## src/rtl/enigma_rotor_ctrl.sv

```systemverilog
// Rotor-position controller ahead of the Enigma encoding pipeline.
// Steps rotors per key (with double step) and emits per-stage delayed copies.
module enigma_rotor_ctrl #(
  parameter int LETTERS  = 26,
  parameter int R1_INIT  = 1,
  parameter int R2_INIT  = 1,
  parameter int R3_INIT  = 1,
  parameter int R1_NOTCH = 22,
  parameter int R2_NOTCH = 5
) (
  input  logic            clk_i,
  input  logic            rst_i,
  input  logic            rotors_rst_i,
  input  logic            ld_i,
  input  logic [6:0]      ld_r1_i,
  input  logic [6:0]      ld_r2_i,
  input  logic [6:0]      ld_r3_i,
  input  logic [6:0]      in_symb_i,
  input  logic            en_val_i,
  output logic [6:0]      in_symb_o,
  output logic            en_val_o,
  output logic [6:0]      r1_o,
  output logic [6:0]      r2_o,
  output logic [6:0]      r3_o,
  output logic [5:1][6:0] r1_d_o,
  output logic [4:1][6:0] r2_d_o,
  output logic [3:1][6:0] r3_d_o
);

  localparam logic [6:0] LTR = 7'(LETTERS);
  localparam logic [6:0] I1  = 7'(R1_INIT);
  localparam logic [6:0] I2  = 7'(R2_INIT);
  localparam logic [6:0] I3  = 7'(R3_INIT);
  localparam logic [6:0] N1  = 7'(R1_NOTCH);
  localparam logic [6:0] N2  = 7'(R2_NOTCH);

  logic [6:0] p1, p2, p3;
  logic [6:0] b1, b2, b3;
  logic [6:0] n1, n2, n3;
  logic       ld_ok;

  function automatic logic [6:0] inc(input logic [6:0] x);
    if (x == LTR) return 7'd1;
    return x + 7'd1;
  endfunction

  function automatic logic in_rng(input logic [6:0] x);
    return (x != 7'd0) && (x <= LTR);
  endfunction

  // A load with any out-of-range position is dropped as a whole
  assign ld_ok = ld_i
               && in_rng(ld_r1_i)
               && in_rng(ld_r2_i)
               && in_rng(ld_r3_i);

  always_comb begin
    b1 = p1;
    b2 = p2;
    b3 = p3;
    if (rotors_rst_i) begin
      b1 = I1;
      b2 = I2;
      b3 = I3;
    end else if (ld_ok) begin
      b1 = ld_r1_i;
      b2 = ld_r2_i;
      b3 = ld_r3_i;
    end
  end

  always_comb begin
    n1 = b1;
    n2 = b2;
    n3 = b3;
    if (en_val_i) begin
      n1 = inc(b1);
      if (b2 == N2) begin
        n2 = inc(b2);
        n3 = inc(b3);
      end else if (b1 == N1) begin
        n2 = inc(b2);
      end
    end
  end

  always_ff @(posedge clk_i or posedge rst_i) begin
    if (rst_i) begin
      p1        <= I1;
      p2        <= I2;
      p3        <= I3;
      in_symb_o <= 7'd0;
      en_val_o  <= 1'b0;
      r1_d_o    <= {5{I1}};
      r2_d_o    <= {4{I2}};
      r3_d_o    <= {3{I3}};
    end else begin
      p1        <= n1;
      p2        <= n2;
      p3        <= n3;
      in_symb_o <= in_symb_i;
      en_val_o  <= en_val_i;
      r1_d_o    <= {r1_d_o[4:1], p1};
      r2_d_o    <= {r2_d_o[3:1], p2};
      r3_d_o    <= {r3_d_o[2:1], p3};
    end
  end

  assign r1_o = p1;
  assign r2_o = p2;
  assign r3_o = p3;

endmodule

```

## config.mk

```make
export PLATFORM = sky130hd
export DESIGN_NAME = enigma_rotor_ctrl
export DESIGN_NICKNAME = d
export VERILOG_FILES = /design/src/rtl/enigma_rotor_ctrl.sv
export SDC_FILE = /design/constraint.sdc
export NUM_CORES = 1
export LEC_CHECK = 0
export CAP_MARGIN = 20
export CORE_MARGIN = 3
export CORE_UTILIZATION = 48
export CTS_CLUSTER_DIAMETER = 30
export DETAILED_ROUTE_END_ITERATION = 6
export GPL_TIMING_DRIVEN = 0
export PLACE_DENSITY = 0.9
export REMOVE_ABC_BUFFERS = 1
export SETUP_SLACK_MARGIN = 0.05
export SLEW_MARGIN = 10
export SYNTH_ARGS = -nofsm -noshare
export SYNTH_HDL_FRONTEND = slang
export SYNTH_SLANG_ARGS = --single-unit
```

## constraint.sdc

```tcl
create_clock -name clk_i -period 9 [get_ports clk_i]
set_input_delay 0.9 -clock clk_i [delete_from_list [all_inputs] [get_ports clk_i]]
set_output_delay 0.9 -clock clk_i [all_outputs]
set_load 0.02 [all_outputs]
```

# --- Yosys cells after proc, flatten, opt, wreduce, memory -nomap -nowiden ---
# Index checks and enable logic that the tools add are counted.
word_totals:
  in_bits: 33
  elab_cells: 67
  reg_bits: 113
  output_inout_bits: 113
op_classes:
  eq_ne: 5
  n_mux: 30
  addsub: 3
  n_lt_le_gt_ge: 3
  reduce_logical: 9
ops:
  columns: ["op", "n"]
  rows:
  - ["7-bit two-way mux", 19]
  - ["7-bit by 5-bit equality test with 1-bit output, second input constant", 4]
  - ["7-bit by 1-bit adder with 7-bit output, second input constant", 3]
  - ["7-bit by 5-bit <= comparator with 1-bit output, second input constant", 3]
  - ["7-bit nonzero test", 3]
  - ["1-bit two-way mux", 11]
  - ["7-bit by 3-bit equality test with 1-bit output, second input constant", 1]
  - ["1-bit logical AND", 6]

# --- Depth between registers and ports, before layout ---
# Gate-level depths: netlist (run 1).
depth:
  ltp_word: 16
  ltp_mapped: 15
  depth_no_buf: 13

# --- Least setup slack after synthesis (run 1) ---
# OpenSTA, ideal clock, no wires.
synth_path:
  path_kind: "input port to flip-flop"
  startpoint: "input port ld_r1_i[1]"
  endpoint: "register p2[6] (netlist: r2_o[6])"
  cell_stages: 13
  arrival_time_ps: 3730
  setup_slack_ps: 5193
  setup_time_ps: 77
  path_cell_list: "or4_1 o22ai_2 nor3_2 nand2_4 buf_2 buf_2 mux2i_1 nor2_1 ha_1 nand2_1 o41a_1 or4b_1 a21oi_1"
synth_between:
  elab_chain_cells: 16
  word_cells_on_any_way: 25
  cone_classes: "add/sub: 1; order compare: 1; eq/ne: 3; mux: 15; reduce/logical: 5"
synth_rtl:
  columns: ["element", "line", "source"]
  rows:
  - ["start: declaration", "15", "input logic [6:0] ld_r1_i,"]
  - ["7-bit by 5-bit <= comparator with 1-bit output or 7-bit nonzero test (tied branches)", "48", "return (x != 7'd0) && (x <= LTR);"]
  - ["1-bit logical AND", "48", null]
  - ["1-bit logical AND", "53", "&& in_rng(ld_r1_i)"]
  - ["1-bit logical AND", "54", "&& in_rng(ld_r2_i)"]
  - ["1-bit logical AND", "55", "&& in_rng(ld_r3_i);"]
  - ["7-bit two-way mux", "65", "end else if (ld_ok) begin"]
  - ["7-bit two-way mux", "61", "if (rotors_rst_i) begin"]
  - ["7-bit by 5-bit equality test with 1-bit output", "43", "if (x == LTR) return 7'd1;"]
  - ["1-bit two-way mux", "43", null]
  - ["1-bit two-way mux", "81", "end else if (b1 == N1) begin"]
  - ["1-bit two-way mux", "78", "if (b2 == N2) begin"]
  - ["1-bit two-way mux", "76", "if (en_val_i) begin"]
  - ["7-bit two-way mux", "44", "return x + 7'd1;"]
  - ["7-bit two-way mux", "81", null]
  - ["7-bit two-way mux", "78", null]
  - ["7-bit two-way mux *", "76", null]
  - ["via n2[6]", "39", "logic [6:0] n1, n2, n3;"]
  - ["end signal: assignment", "99", "p2 <= n2;"]
  - ["end: declaration", "37", "logic [6:0] p1, p2, p3;"]
# Mark *: on every way through the listed nets, which the timed path passes. The rest lies on a longest branch. The select of a mux whose other input is x is not followed.

# --- Final worst setup path (run 1) ---
layout_path:
  startpoint: "input port ld_r1_i[4]"
  endpoint: "register p2[6] (netlist: r2_o[6])"
# Same word-level chain as after synthesis.

==> results of run 1 <==
[power groups by stage]
stage	combinational, W	clock (W)	sequential (W)
floorplan	0.0000269	0	0.000589
global placement	0.000134	0	0.000558
detailed placement	0.000138	0	0.000561
CTS	0.000140	0.000666	0.000554
global route	0.000147	0.000691	0.000557
finish	0.000138	0.000656	0.000553
[final cells by class]
class | instances | area [µm²]
fillers | 525 | 2000
well taps | 105 | 131
repair buffers | 146 | 1480
clock buffers | 22 | 463
clock inverters | 9 | 131
flip-flops and latches | 113 | 2850
inverters | 10 | 42.5
multi-input cells | 184 | 1160
[worst max-delay path: stages]
cell and delay [ps]:
sky130_fd_sc_hd__clkdlybuf4s50_1 590, sky130_fd_sc_hd__or4_1 160, sky130_fd_sc_hd__o22ai_2 80, sky130_fd_sc_hd__or3_1 510, sky130_fd_sc_hd__nor2_1 820, sky130_fd_sc_hd__nand2_1 110
sky130_fd_sc_hd__nand3_1 230, sky130_fd_sc_hd__ha_1 250, sky130_fd_sc_hd__o211ai_2 230, sky130_fd_sc_hd__o41a_1 280, sky130_fd_sc_hd__or4b_1 510, sky130_fd_sc_hd__a21oi_1 160
[registers in the layout, summed over array words and instances (netlist names)]
name and count:
en_val_o 1, in_symb_o 7, r1_d_o 35, r1_o 7, r2_d_o 28, r2_o 7, r3_d_o 21, r3_o 7
[metrics by stage]
| step | total power (W) | worst slack [ps] | hold slack, ps | util |
|---|---|---|---|---|
| 2_1_floorplan | 0.000616 | 5140 | 401 | - |
| 3_3_place_gp | 0.000692 | 3850 | 355 | 0.682 |
| 3_5_place_dp | 0.000699 | 4200 | 356 | 0.686 |
| 4_1_cts | 0.00136 | 4730 | 363 | 0.758 |
| 5_1_grt | 0.00139 | 4410 | 364 | 0.758 |
| 6_report | 0.00135 | 4610 | 362 | 0.758 |
[layer usage]
metal / part of all wire / up-vias
met2: 0.53 / 185
met4: 0.025 / 0
met3: 0.081 / 32
met1: 0.37 / 1563
met5: 0 / -
li1: - / 1442
[logic make-up after synthesis]
group	count (synthesis)	share of synthesized area
flops	113	0.697
simple gates	108	0.137
compound gates	58	0.0992
buf+inv	19	0.0187
mux	8	0.0211
fa+ha+maj	7	0.0214
xor+xnor	3	0.00643
[placed cells by master (no fill, tap or decap), types with 3 or more instances in the layout]
| master | count |
|---|---|
| sky130_fd_sc_hd__a21o_1 | 3 |
| sky130_fd_sc_hd__a21oi_1 | 14 |
| sky130_fd_sc_hd__a31oi_1 | 6 |
| sky130_fd_sc_hd__and2_1 | 3 |
| sky130_fd_sc_hd__bufinv_16 | 3 |
| sky130_fd_sc_hd__clkbuf_16 | 16 |
| sky130_fd_sc_hd__clkbuf_8 | 4 |
| sky130_fd_sc_hd__clkdlybuf4s50_1 | 145 |
| sky130_fd_sc_hd__clkinvlp_4 | 3 |
| sky130_fd_sc_hd__dfrtp_1 | 98 |
| sky130_fd_sc_hd__dfstp_2 | 15 |
| sky130_fd_sc_hd__ha_1 | 7 |
| sky130_fd_sc_hd__inv_1 | 8 |
| sky130_fd_sc_hd__mux2i_1 | 5 |
| sky130_fd_sc_hd__nand2_1 | 32 |
| sky130_fd_sc_hd__nand3_1 | 17 |
| sky130_fd_sc_hd__nand4_1 | 3 |
| sky130_fd_sc_hd__nor2_1 | 17 |
| sky130_fd_sc_hd__nor3_1 | 7 |
| sky130_fd_sc_hd__nor4_1 | 6 |
| sky130_fd_sc_hd__nor4b_1 | 3 |
| sky130_fd_sc_hd__o21ai_0 | 10 |
| sky130_fd_sc_hd__o21ai_1 | 3 |
| sky130_fd_sc_hd__or3_1 | 3 |
| sky130_fd_sc_hd__or4_1 | 3 |
[worst paths after layout]
| kind | to | depth (start not counted) | start |
|---|---|---|---|
| max | r2_o[6] | 12 | ld_r1_i[4] |
| max reg2reg | r2_o[6] | 7 | r2_o[3] |
| min in group asynchronous | in_symb_o[5] | 2 | rst_i |
| min reg2reg | r2_d_o[7] | 0 | r2_d_o[0] |
| min | r2_d_o[7] | 0 | r2_d_o[0] |
| max in group asynchronous | r2_d_o[0] | 3 | rst_i |
==> run summary, run 1 <==
SYNTHESIS
---------------------------------------------------------------------------------
Number of unique standard cell types used by synthesis                         56
Most instantiated flip-flop cell in the synthesis netlist            sky130_fd_sc_hd__dfrtp_1
YS warnings                                                                     0
Number of flip-flops and latches in the synthesized netlist                   113
Top cells by area, synth                                             sky130_fd_sc_hd__dfrtp_1, sky130_fd_sc_hd__dfstp_2, sky130_fd_sc_hd__nand2_1
Mean instance size in the synthesized netlist                            12.9 µm²
Library cell occupying the most area in the post-synthesis netlist   sky130_fd_sc_hd__dfrtp_1
Fraction of synthesis flops using an asynchronous set or reset pin           1.00
Count of flip-flops with a built-in enable after synthesis                      0
Share of the synthesized area in the top cell type                          0.600
Cell count after synthesis                                                    316
Netlist area before placement                                            4090 µm²
Most common cell in the synthesized netlist                          sky130_fd_sc_hd__dfrtp_1
Post-synthesis sequential area ratio                                        0.697
Most numerous cell types in the synthesized netlist                  sky130_fd_sc_hd__dfrtp_1, sky130_fd_sc_hd__nand2_1, sky130_fd_sc_hd__nand3_1, sky130_fd_sc_hd__nor2_1, sky130_fd_sc_hd__dfstp_2

POWER AND IR DROP
---------------------------------------------------------------------------------
Clk pwr share                                                               0.487
Combinational share of power                                                0.102
Ratio of total power to cell area                                      215 nW/µm²
Switching part of the total power                                           0.228
Power share of the sequential group                                         0.411
Maximum VDD drop                                                         0.112 mV
Net switching power                                                    0.000307 W
LEAKAGE                                                                   2.76 nW
Internal power                                                          0.00104 W

GLOBAL ROUTING
---------------------------------------------------------------------------------
First-pass GRT wire length                                                17.1 mm
Global route total overflow                                                     0
Pin count of the biggest net entering global routing                           73
Grt met2 use                                                                0.394
Layer with the highest usage after global routing                            met2
Met3 track demand over resource in global routing                          0.0736
Vias in the first global route                                               3386
Number of antenna violations at the first check in global routing               0
Global-route usage over all layers                                          0.228
Met1 track utilization from global routing                                  0.266

CLOCKING
---------------------------------------------------------------------------------
Clock tree from TritonCTS                                                    done
Setup Buffers After CTS                                                         0
Clock Tree Buf Depth                                                            2
Total clock buffers created by CTS                                             17
Clock slew at reported path FFs                                             50 ps
Clock tree sinks                                                              113
Library cell used as clock root buffer                               sky130_fd_sc_hd__clkbuf_8
Number of gates resized after CTS                                               0
Count of hold-fix buffers inserted at cts                                       0
Worst skew pair latency                                                    510 ps
Max H-tree Level                                                                4

STA
---------------------------------------------------------------------------------
Setup repair after global routing missed its margin                            no
Total negative slack for setup checks                                        0 ps
Minimum clock period                                                      4390 ps
Hold violation total from the final report                                      0
Final setup skew                                                          4.85 ps
Period utilization                                                          0.488
Slew at the pin with the worst max-slew slack                             1000 ps
Max-slew violations                                                             0
Count of endpoints failing setup in the final report                            0
Max-Slew Margin vs Limit                                                    0.330
Peak clock frequency supported by timing                                  228 MHz

FLOORPLAN
---------------------------------------------------------------------------------
Die Height                                                                98.3 µm
Core area                                                                8260 µm²
Chip width                                                                98.3 µm
Number of placement rows                                                       33
Number of top-level pins                                                      146
DIE AREA                                                                 9660 µm²
Initial cell density of the core                                            0.495

FINAL LAYOUT
---------------------------------------------------------------------------------
Final cell count without fillers                                              589
Growth of design area from synthesis to finish                              53.1%
Final standard cell area without fillers                                 6260 µm²
Final net count                                                               512
N_diodes                                                                        0
Share of cells above drive strength 1                                       0.128

ROUTE
---------------------------------------------------------------------------------
Detailed Route WL                                                         10.4 mm
DRC violation count after routing                                               0
Final routed wire length divided by cell count                            17.6 µm
Vias post-DR                                                                 3222
Post-DRT Antenna Nets                                                           0
Initial drt markers                                                           314
Via-per-instance ratio                                                       5.47
First-pass detailed-route iteration total                                       6

RUN
---------------------------------------------------------------------------------
Number of maximum-capacitance violations                                        0

CRITICAL PATH
---------------------------------------------------------------------------------
Critical Path Start Type                                               input port
Worst-case register-to-register setup slack                               6660 ps
Critical Path Sink Type                                                  register
CP Data Required Time                                                     9430 ps
Arr. time, crit path                                                      4820 ps
Category of the most critical setup path                                in -> reg
Crit Path Max Fanout                                                           14

PLACED DESIGN
---------------------------------------------------------------------------------
Placed cells                                                                  558
Buffers added on ports                                                        145
RD Place Congestion                                                         0.870
Placed inst area                                                         5660 µm²
Detailed placement HPWL                                                   7.11 mm

STATUS
---------------------------------------------------------------------------------
Status                                                               finished clean

WORST HOLD PATH
---------------------------------------------------------------------------------
Type of the tightest min-delay check                                   reg -> reg

Power figures use the tool's default switching activity.
==> run 2: changes to the inputs <==
--- a/config.mk
+++ b/config.mk
@@ -7,11 +7,11 @@
 export LEC_CHECK = 0
 export CAP_MARGIN = 20
 export CORE_MARGIN = 3
-export CORE_UTILIZATION = 48
+export CORE_UTILIZATION = 44
 export CTS_CLUSTER_DIAMETER = 30
 export DETAILED_ROUTE_END_ITERATION = 6
 export GPL_TIMING_DRIVEN = 0
-export PLACE_DENSITY = 0.9
+export PLACE_DENSITY = 0.84
 export REMOVE_ABC_BUFFERS = 1
 export SETUP_SLACK_MARGIN = 0.05
 export SLEW_MARGIN = 10
==> constraint.sdc (replaced) <==
create_clock -name clk_i -period 4.1 [get_ports clk_i]
set_input_delay 0.41 -clock clk_i [delete_from_list [all_inputs] [get_ports clk_i]]
set_output_delay 0.41 -clock clk_i [all_outputs]
set_load 0.02 [all_outputs]
==> run 2 against run 1 <==
Sequential cell count unchanged; setup slack worse by 4100 ps; final cell count up 0.68%; power up 110%; global-route usage down 2.8 points; register-to-register slack worse by 4900 ps; sequential share of layout area up 0.19 points; utilization down 5.7 points; wire length down 5.8%; non-clock buffer count unchanged; design area down 0.42%; critical endpoint unchanged.
==> run summary, run 2 (synthesis gave the netlist of run 1 again) <==
PLACED DESIGN
--------------------------------------------------------------------------------
RD Place Congestion                                                        0.887
Setup slack at placement                                                 -146 ps
Placed cells                                                                 561
Buffers added on ports                                                       145
Placed inst area                                                        5670 µm²
Detailed placement HPWL                                                  6.97 mm

STA
--------------------------------------------------------------------------------
Period utilization                                                         0.871
Final setup skew                                                         12.1 ps
Least setup slack across all paths after layout                           529 ps
Max-Slew Margin vs Limit                                                   0.331
Hold violation total from the final report                                     0
Minimum clock period                                                     3570 ps
Slew at the pin with the worst max-slew slack                            1000 ps
Peak clock frequency supported by timing                                 280 MHz
Max-slew violations                                                            0
Count of endpoints failing setup in the final report                           0
Setup repair after global routing missed its margin                           no
Minimum hold slack                                                        316 ps

CLOCKING
--------------------------------------------------------------------------------
Clock slew at reported path FFs                                            50 ps
Setup Buffers After CTS                                                        0
Count of hold-fix buffers inserted at cts                                      0
Clock Tree Buf Depth                                                           2
Worst skew pair latency                                                   500 ps
Total clock buffers created by CTS                                            17
Clock tree from TritonCTS                                                   done
Max H-tree Level                                                               4
Library cell used as clock root buffer                              sky130_fd_sc_hd__clkbuf_8
Clock tree sinks                                                             113
Number of gates resized after CTS                                              0

CRITICAL PATH
--------------------------------------------------------------------------------
Arr. time, crit path                                                     3990 ps
Critical Path Start Type                                              input port
CP Data Required Time                                                    4520 ps
Category of the most critical setup path                               in -> reg
Critical Path Sink Type                                                 register
Crit Path Max Fanout                                                          14

FLOORPLAN
--------------------------------------------------------------------------------
Number of top-level pins                                                     146
Initial cell density of the core                                           0.460
Core area                                                               8890 µm²
Die Height                                                                102 µm
DIE AREA                                                               10500 µm²
Chip width                                                                102 µm
Number of placement rows                                                      34

FINAL LAYOUT
--------------------------------------------------------------------------------
Share of cells above drive strength 1                                      0.130
Final cell count without fillers                                             593
Final net count                                                              512
Leading cell types in the layout, fill and taps excluded            sky130_fd_sc_hd__clkdlybuf4s50_1, sky130_fd_sc_hd__dfrtp_1, sky130_fd_sc_hd__nand2_1, sky130_fd_sc_hd__nand3_1
Registers with the most flip-flops                                  r1_d_o (35), r2_d_o (28), r3_d_o (21)
N_diodes                                                                       0
Number of flip-flops in the largest register                                  35
Final standard cell area without fillers                                6230 µm²
Growth of design area from synthesis to finish                             52.5%
Top reg by flops                                                          r1_d_o
Commonest non-fill, non-tap cell in the layout                      sky130_fd_sc_hd__clkdlybuf4s50_1

GLOBAL ROUTING
--------------------------------------------------------------------------------
Number of antenna violations at the first check in global routing              0
Global route total overflow                                                    0
Global-route usage over all layers                                         0.200
Vias in the first global route                                              3185
Pin count of the biggest net entering global routing                          70
First-pass GRT wire length                                               16.1 mm

ROUTE
--------------------------------------------------------------------------------
Vias post-DR                                                                3202
Final routed wire length divided by cell count                           16.5 µm
First-pass detailed-route iteration total                                      5
Initial drt markers                                                          231
DRC violation count after routing                                              0
Detailed Route WL                                                        9.76 mm
Post-DRT Antenna Nets                                                          0
Via-per-instance ratio                                                      5.40

WORST HOLD PATH
--------------------------------------------------------------------------------
Type of the tightest min-delay check                                 in -> async

POWER AND IR DROP
--------------------------------------------------------------------------------
Ratio of total power to cell area                                     461 nW/µm²
LEAKAGE                                                                  2.74 nW
Maximum VDD drop                                                        0.244 mV

STATUS
--------------------------------------------------------------------------------
Status                                                              finished clean

RUN
--------------------------------------------------------------------------------
Number of maximum-capacitance violations                                       0

-- run 2: path summary, 6_finish.rpt --
path / startpoint / slack (ps) / cells past startpoint / end
setup / recovery: ld_r1_i[3] / 530 / 12 / r2_o[6]
hold / removal: rst_i / 320 / 2 / r1_d_o[30]
setup reg to reg: r1_o[5] / 1790 / 5 / r2_o[6]
hold reg to reg: r3_d_o[5] / 360 / 0 / r3_d_o[12]
max in group asynchronous: rst_i / 3090 / 3 / r2_d_o[21]
min in group clk_i: in_symb_i[1] / 350 / 1 / in_symb_o[1]
-- run 2: power breakdown --
group / total (W) / internal [W] / leakage (nW) / switching [W]
logic: 0.000304 / 0.000141 / 0.989 / 0.000163
clock network: 0.00136 / 0.000865 / 0.265 / 0.000495
registers: 0.00121 / 0.00118 / 1.49 / 0.0000332
-- run 2: layer usage --
metal  track usage  wire length [µm]
met1         0.247              3900
met5             0                 0
met4        0.0838               159
met2         0.331              5040
met3        0.0573               672
-- run 2: worst max-delay path: stages --
cell and delay, ps:
sky130_fd_sc_hd__clkdlybuf4s50_1 580, sky130_fd_sc_hd__or4_1 160, sky130_fd_sc_hd__o22ai_2 80, sky130_fd_sc_hd__or3_1 510, sky130_fd_sc_hd__nor2_2 540, sky130_fd_sc_hd__nand2_1 110, sky130_fd_sc_hd__nand3_1 200, sky130_fd_sc_hd__ha_1 240
sky130_fd_sc_hd__o211ai_2 220, sky130_fd_sc_hd__o41a_1 280, sky130_fd_sc_hd__or4b_1 490, sky130_fd_sc_hd__a21oi_1 150
-- run 2: area by class of cell --
type | instances | area [µm²]
clock inverters | 12 | 136
repair buffers | 146 | 1480
multi-input cells | 184 | 1170
clock buffers | 20 | 425
inverters | 10 | 42.5
well taps | 108 | 135
fillers | 615 | 2660
flip-flops and latches | 113 | 2850
-- run 2: stage by stage --
| stage | setup TNS, ps | total power [W] | util |
|---|---|---|---|
| final | 0 | 0.00287 | 0.701 |
| after global routing | 0 | 0.00300 | 0.701 |
| after CTS | 0 | 0.00291 | 0.701 |
| after detailed placement | -201 | 0.00153 | 0.637 |
| after global placement | -59940 | 0.00152 | 0.634 |
| after floorplan | 0 | 0.00135 | - |
